<file path="src/rtl/pio_led_pkg.sv">
// Shared encodings for the PIO-driven LED controller: control byte layout, LED modes, channel FSM states.
// Pure declarations; no logic, no latency, no flow control.
package pio_led_pkg;

    typedef enum logic [1:0] {
        MODE_OFF   = 2'b00,
        MODE_ON    = 2'b01,
        MODE_BLINK = 2'b10,
        MODE_BURST = 2'b11
    } mode_e;

    typedef enum logic [1:0] {
        ST_IDLE = 2'b00,
        ST_ON   = 2'b01,
        ST_OFF  = 2'b10
    } state_e;

    typedef struct packed {
        logic       trig;
        logic [2:0] burst_m1;
        logic [1:0] mode1;
        logic [1:0] mode0;
    } ctrl_t;

    localparam int BURST_W = 4;

    // Burst field holds pulse count minus one, so 0..7 maps to 1..8 pulses.
    function automatic logic [BURST_W-1:0] burst_len(input logic [2:0] m1);
        return {1'b0, m1} + 4'd1;
    endfunction

endpackage

</file>
<file path="src/rtl/pio_led_chan.sv">
// One LED channel: off / steady / blink / triggered burst FSM with a half-period phase counter.
// Registered outputs, one clock after the mode/trigger inputs; no backpressure.
module pio_led_chan
    import pio_led_pkg::*;
#(
    parameter int HALF_CYCLES = 10000000
) (
    input  logic       clk,
    input  logic       reset,
    input  logic [1:0] mode_i,
    input  logic       trig_i,
    input  logic [2:0] burst_m1_i,
    output logic       led_o,
    output logic       busy_o
);

    localparam int CW = (HALF_CYCLES > 1) ? $clog2(HALF_CYCLES) : 1;
    localparam logic [CW-1:0] CNT_MAX = CW'(HALF_CYCLES - 1);

    mode_e                mode;
    mode_e                mode_q, mode_d;
    state_e               state_q, state_d;
    logic [CW-1:0]        cnt_q, cnt_d;
    logic [BURST_W-1:0]   burst_q, burst_d;
    logic                 led_q, led_d;
    logic                 busy_q, busy_d;
    logic                 mode_chg;
    logic                 phase_end;

    assign mode = mode_e'(mode_i);

    always_comb begin
        state_d   = state_q;
        cnt_d     = cnt_q;
        burst_d   = burst_q;
        mode_d    = mode;
        mode_chg  = (mode != mode_q);
        phase_end = (cnt_q == CNT_MAX);

        unique case (mode)
            MODE_OFF, MODE_ON: begin
                state_d = ST_IDLE;
                cnt_d   = '0;
                burst_d = '0;
            end
            MODE_BLINK: begin
                burst_d = '0;
                if (mode_chg || state_q == ST_IDLE) begin
                    state_d = ST_ON;
                    cnt_d   = '0;
                end else if (phase_end) begin
                    cnt_d   = '0;
                    state_d = (state_q == ST_ON) ? ST_OFF : ST_ON;
                end else begin
                    cnt_d = cnt_q + 1'b1;
                end
            end
            MODE_BURST: begin
                // A busy channel never reaches the trigger check, so re-triggers cannot reload the count.
                if (mode_chg || state_q == ST_IDLE) begin
                    state_d = ST_IDLE;
                    cnt_d   = '0;
                    burst_d = '0;
                    if (trig_i) begin
                        state_d = ST_ON;
                        burst_d = burst_len(burst_m1_i);
                    end
                end else if (phase_end) begin
                    cnt_d = '0;
                    if (state_q == ST_ON) begin
                        state_d = ST_OFF;
                    end else begin
                        burst_d = burst_q - 1'b1;
                        state_d = (burst_q == BURST_W'(1)) ? ST_IDLE : ST_ON;
                    end
                end else begin
                    cnt_d = cnt_q + 1'b1;
                end
            end
        endcase

        led_d  = (state_d == ST_ON) || (mode == MODE_ON);
        busy_d = (mode == MODE_BURST) && (state_d != ST_IDLE);
    end

    always_ff @(posedge clk) begin
        if (reset) begin
            mode_q  <= MODE_OFF;
            state_q <= ST_IDLE;
            cnt_q   <= '0;
            burst_q <= '0;
            led_q   <= 1'b0;
            busy_q  <= 1'b0;
        end else begin
            mode_q  <= mode_d;
            state_q <= state_d;
            cnt_q   <= cnt_d;
            burst_q <= burst_d;
            led_q   <= led_d;
            busy_q  <= busy_d;
        end
    end

    assign led_o  = led_q;
    assign busy_o = busy_q;

endmodule

</file>
<file path="src/rtl/pio_led_ctrl.sv">
// Two-channel LED controller driven by a PIO byte: registers the byte, detects trigger edges, runs two channels.
// ctrl_i to led_o latency is 2 clocks; no backpressure.
module pio_led_ctrl
    import pio_led_pkg::*;
#(
    parameter int HALF_CYCLES = 10000000
) (
    input  logic       clk,
    input  logic       reset,
    input  logic [7:0] ctrl_i,
    output logic [1:0] led_o,
    output logic [1:0] busy_o
);

    ctrl_t ctrl_q, ctrl_d;
    logic  ctrl_vld_q, ctrl_vld_d;
    logic  trig_hist_q, trig_hist_d;
    logic  hist_vld_q, hist_vld_d;
    logic  trig_evt;

    // hist_vld_q keeps the reset value of ctrl_q from counting as a seen 0 on the trigger bit.
    always_comb begin
        ctrl_d      = ctrl_t'(ctrl_i);
        ctrl_vld_d  = 1'b1;
        trig_hist_d = ctrl_q.trig;
        hist_vld_d  = ctrl_vld_q;
        trig_evt    = hist_vld_q & ctrl_q.trig & ~trig_hist_q;
    end

    always_ff @(posedge clk) begin
        if (reset) begin
            ctrl_q      <= '0;
            ctrl_vld_q  <= 1'b0;
            trig_hist_q <= 1'b0;
            hist_vld_q  <= 1'b0;
        end else begin
            ctrl_q      <= ctrl_d;
            ctrl_vld_q  <= ctrl_vld_d;
            trig_hist_q <= trig_hist_d;
            hist_vld_q  <= hist_vld_d;
        end
    end

    pio_led_chan #(
        .HALF_CYCLES (HALF_CYCLES)
    ) u_chan0 (
        .clk        (clk),
        .reset      (reset),
        .mode_i     (ctrl_q.mode0),
        .trig_i     (trig_evt),
        .burst_m1_i (ctrl_q.burst_m1),
        .led_o      (led_o[0]),
        .busy_o     (busy_o[0])
    );

    pio_led_chan #(
        .HALF_CYCLES (HALF_CYCLES)
    ) u_chan1 (
        .clk        (clk),
        .reset      (reset),
        .mode_i     (ctrl_q.mode1),
        .trig_i     (trig_evt),
        .burst_m1_i (ctrl_q.burst_m1),
        .led_o      (led_o[1]),
        .busy_o     (busy_o[1])
    );

endmodule

</file>
<file path="config.mk">
export PLATFORM = sky130hd
export DESIGN_NAME = pio_led_ctrl
export DESIGN_NICKNAME = d
export VERILOG_FILES = /design/src/rtl/pio_led_pkg.sv /design/src/rtl/pio_led_chan.sv /design/src/rtl/pio_led_ctrl.sv
export SDC_FILE = /design/constraint.sdc
export NUM_CORES = 1
export LEC_CHECK = 0
export ABC_AREA = 1
export BUFFER_PORTS_ARGS = -buffer_cell sky130_fd_sc_hd__buf_2
export CAP_MARGIN = 20
export CORE_ASPECT_RATIO = 1.25
export CORE_UTILIZATION = 25
export CTS_CLUSTER_SIZE = 12
export DETAILED_ROUTE_END_ITERATION = 16
export GPL_ROUTABILITY_DRIVEN = 1
export GPL_TIMING_DRIVEN = 1
export PLACE_DENSITY = 0.36
export SETUP_SLACK_MARGIN = 0.2
export SLEW_MARGIN = 5
export SYNTH_ARGS = -nofsm -noshare
export SYNTH_HDL_FRONTEND = slang
export SYNTH_SLANG_ARGS = --single-unit
</file>
<file path="constraint.sdc">
create_clock -name clk -period 3.9 [get_ports clk]
set_input_delay 0.78 -clock clk [delete_from_list [all_inputs] [get_ports clk]]
set_output_delay 0.78 -clock clk [all_outputs]
set_load 0.05 [all_outputs]
</file>
==> summary.txt <==
Place
  – Buffers on Ports: 13
  – Placed cell count: 826
  – Gp weighted congestion: 0.799
  – Post-DP HPWL: 8000 microns

Yosys
  – Commonest cells in the netlist: 137 x nand2_1, 112 x nor2_1, 79 x dfxtp_1
  – Netlist Area Pre-Place: 4200 sq um
  – Async S/R FF share, synth: 0
  – Area leader, netlist: dfxtp_1
  – Yosys top cell area share: 0.376
  – Ys Warns: 0
  – Post-Syn Nets: 626
  – Sequential area share after synthesis: 0.376
  – Cells after synthesis: 609
  – Most frequent cell after synthesis: nand2_1
  – Post-Syn Area per Cell: 6.90 sq um
  – Cell variety after synth: 40
  – Register bit total from synthesis: 79
  – Top FF cell, synth: dfxtp_1
  – Dominant cells by area after synthesis: dfxtp_1 38%, nand2_1 12%, nor2_1 10%
  – Post-synth EDFFs: 0

Finish
  – Ant diodes: 0
  – Nets: 638
  – Fin cells: 842
  – Share of cells above drive strength 1: 0.131
  – Area growth, synth to finish: 12.9%

Timing
  – Normalized max-slew margin: 0.653
  – RSZ-0062 raised after global routing: false
  – # setup viols final: 0
  – Slew @ Worst Pin: 0.520 ns
  – Tcrit/Tclk final: 0.511
  – Total Negative Setup Slacks: 0 ns
  – Fin. max-slew vios: 0
  – Final hold violations: 0
  – Fin crit period: 1.99 ns
  – FMAX: 502 MHz
  – Clock Skew: 0.0116 ns

Die
  – Core region area: 16300 sq um
  – Starting density of the core: 0.257
  – Row count: 52
  – I/O pin total: 14
  – Die span in x: 118 microns
  – Die Ht: 147 microns
  – Die Outline Area: 17300 sq um

Routing
  – First-pass DRT Iterations: 5
  – Vias per inst: 4.41
  – Via count: 3717
  – Average wire per standard cell: 12.5 microns
  – Post-route ant nets: 0
  – Remaining routing DRC violations: 0
  – Total wire length: 10500 microns
  – Initial DRC Count: 181

Setup path
  – Crit start category: primary input
  – CP endpoint kind: flop
  – R2R setup slack: 1.97 ns
  – Largest fanout on the critical path: 24
  – Worst r2r src: ctrl_q[0]
  – FF-to-FF End: u_chan0.cnt_q[3]
  – CP arrival: 2.27 ns
  – Reg2Reg Depth: 7
  – Req. time, crit path: 4.18 ns
  – WS Path Type: in -> reg

Clock tree
  – CTS tree: done
  – Worst skew pair latency: 0.35 ns
  – Root Buffer: clkbuf_16
  – Reg clk slew, reported paths: 0.07 ns
  – Resized Gates After CTS: 0
  – Maximum buffer depth of the clock tree: 2
  – Max H-tree Level: 3
  – Cts bufs inserted: 9
  – Setup Fix Bufs, Post-CTS: 0
  – CTS Sinks: 79
  – Hold Buf Count CTS: 0

Hold path
  – Hold_sp: ctrl_vld_q
  – Worst Hold Class: reg -> reg
  – WHS Path Cells: 2
  – Hold endpoint: hist_vld_q

Global route
  – GRT Total Usage: 0.129
  – Largest net degree at the start of global routing: 25
  – Grt ovf: 0
  – Number of global-route vias before repair: 3659
  – Initial antenna violation count: 0
  – First-pass GRT wire length: 17600 microns

Pwr
  – Total power: 1.71 mW
  – Leak: 1.68 nW
  – Pwr Density: 361 nW/um^2
  – Peak supply drop: 0.172 mV

Outcome
  – Outcome: finished, final reports clean

Flow run
  – Max-cap violation count: 0
## critical path, stage by stage
cell,delay [ns]
buf_2,0.24
nor2_1,0.34
nand3_2,0.47
o21bai_1,0.33
a21oi_1,0.11
## worst max path at each step
stage	startpoint	to	slack, ns	cells past startpoint
after detailed placement	reset	u_chan0.cnt_q[3]	1.52	5
final	reset	u_chan0.cnt_q[3]	1.91	5
after global placement	reset	u_chan0.cnt_q[3]	1.55	5
after global routing	reset	u_chan0.cnt_q[3]	1.73	5
after floorplan	reset	u_chan0.cnt_q[23]	2.42	4
after CTS	reset	u_chan0.cnt_q[3]	1.89	5
## cells by family after synthesis
group / Yosys count / share of synthesized area
AND/OR/NAND/NOR: 373 / 0.414
AO/OA/AOI/OAI: 44 / 0.0604
adder cells (fa/ha/maj): 7 / 0.0208
XOR/XNOR: 20 / 0.0435
flip-flops: 79 / 0.376
buffers and inverters: 86 / 0.0851
## cell usage in the layout, fill, tap and decap left out, types with 6 or more instances in the layout
cell type and count:
nor3_1 16, nand3_2 6, a21oi_1 22, dfxtp_1 79
nand2_2 8, inv_2 12, xor2_1 15, nor2_2 8
ha_1 7, nand2_1 137, nand4_1 23, nor2_1 112
buf_2 13, clkbuf_16 9, nand3_1 42, inv_1 62
## registers in the layout (all words and copies together), names as in the netlist, 2 cells and up
| register | count |
|---|---|
| u_chan0.burst_q | 4 |
| u_chan1.burst_q | 4 |
| u_chan0.cnt_q | 24 |
| u_chan1.cnt_q | 24 |
| u_chan1.mode_q | 2 |
| ctrl_q | 7 |
| u_chan0.state_q | 2 |
| u_chan1.state_q | 2 |
| u_chan0.mode_q | 2 |
## cell type report
class,count,area [sq um]
clock inverter,7,62.6
timing repair buffer,13,65.1
tap,216,270
inverter,74,278
sequential,79,1580
clock buffer,9,225
fill,1817,11600
multi-input combinational,444,2260
## where the power goes
| group | switching (mW) | internal [mW] |
|---|---|---|
| Sequential | 0.00847 | 0.817 |
| Combinational | 0.0375 | 0.0175 |
| Clock | 0.387 | 0.445 |
| Total | 0.433 | 1.28 |
## metal layers
metal / GRT usage / vias up / part of all wire
met5: 0 / - / 0
met1: 0.154 / 1684 / 0.47
met4: 0.0686 / 0 / 0.026
met2: 0.220 / 54 / 0.48
met3: 0.0225 / 14 / 0.026
li1: - / 1965 / -
## metrics by stage
step | util | hold slack [ns] | area (sq um) | setup WS, ns
after floorplan | - | 0.388 | 4200 | 2.42
after global placement | 0.273 | 0.412 | 4460 | 1.55
after detailed placement | 0.273 | 0.408 | 4460 | 1.52
after CTS | 0.291 | 0.426 | 4750 | 1.89
after global routing | 0.291 | 0.446 | 4750 | 1.73
final | 0.291 | 0.420 | 4750 | 1.91
(Power assumes the default switching activity.)
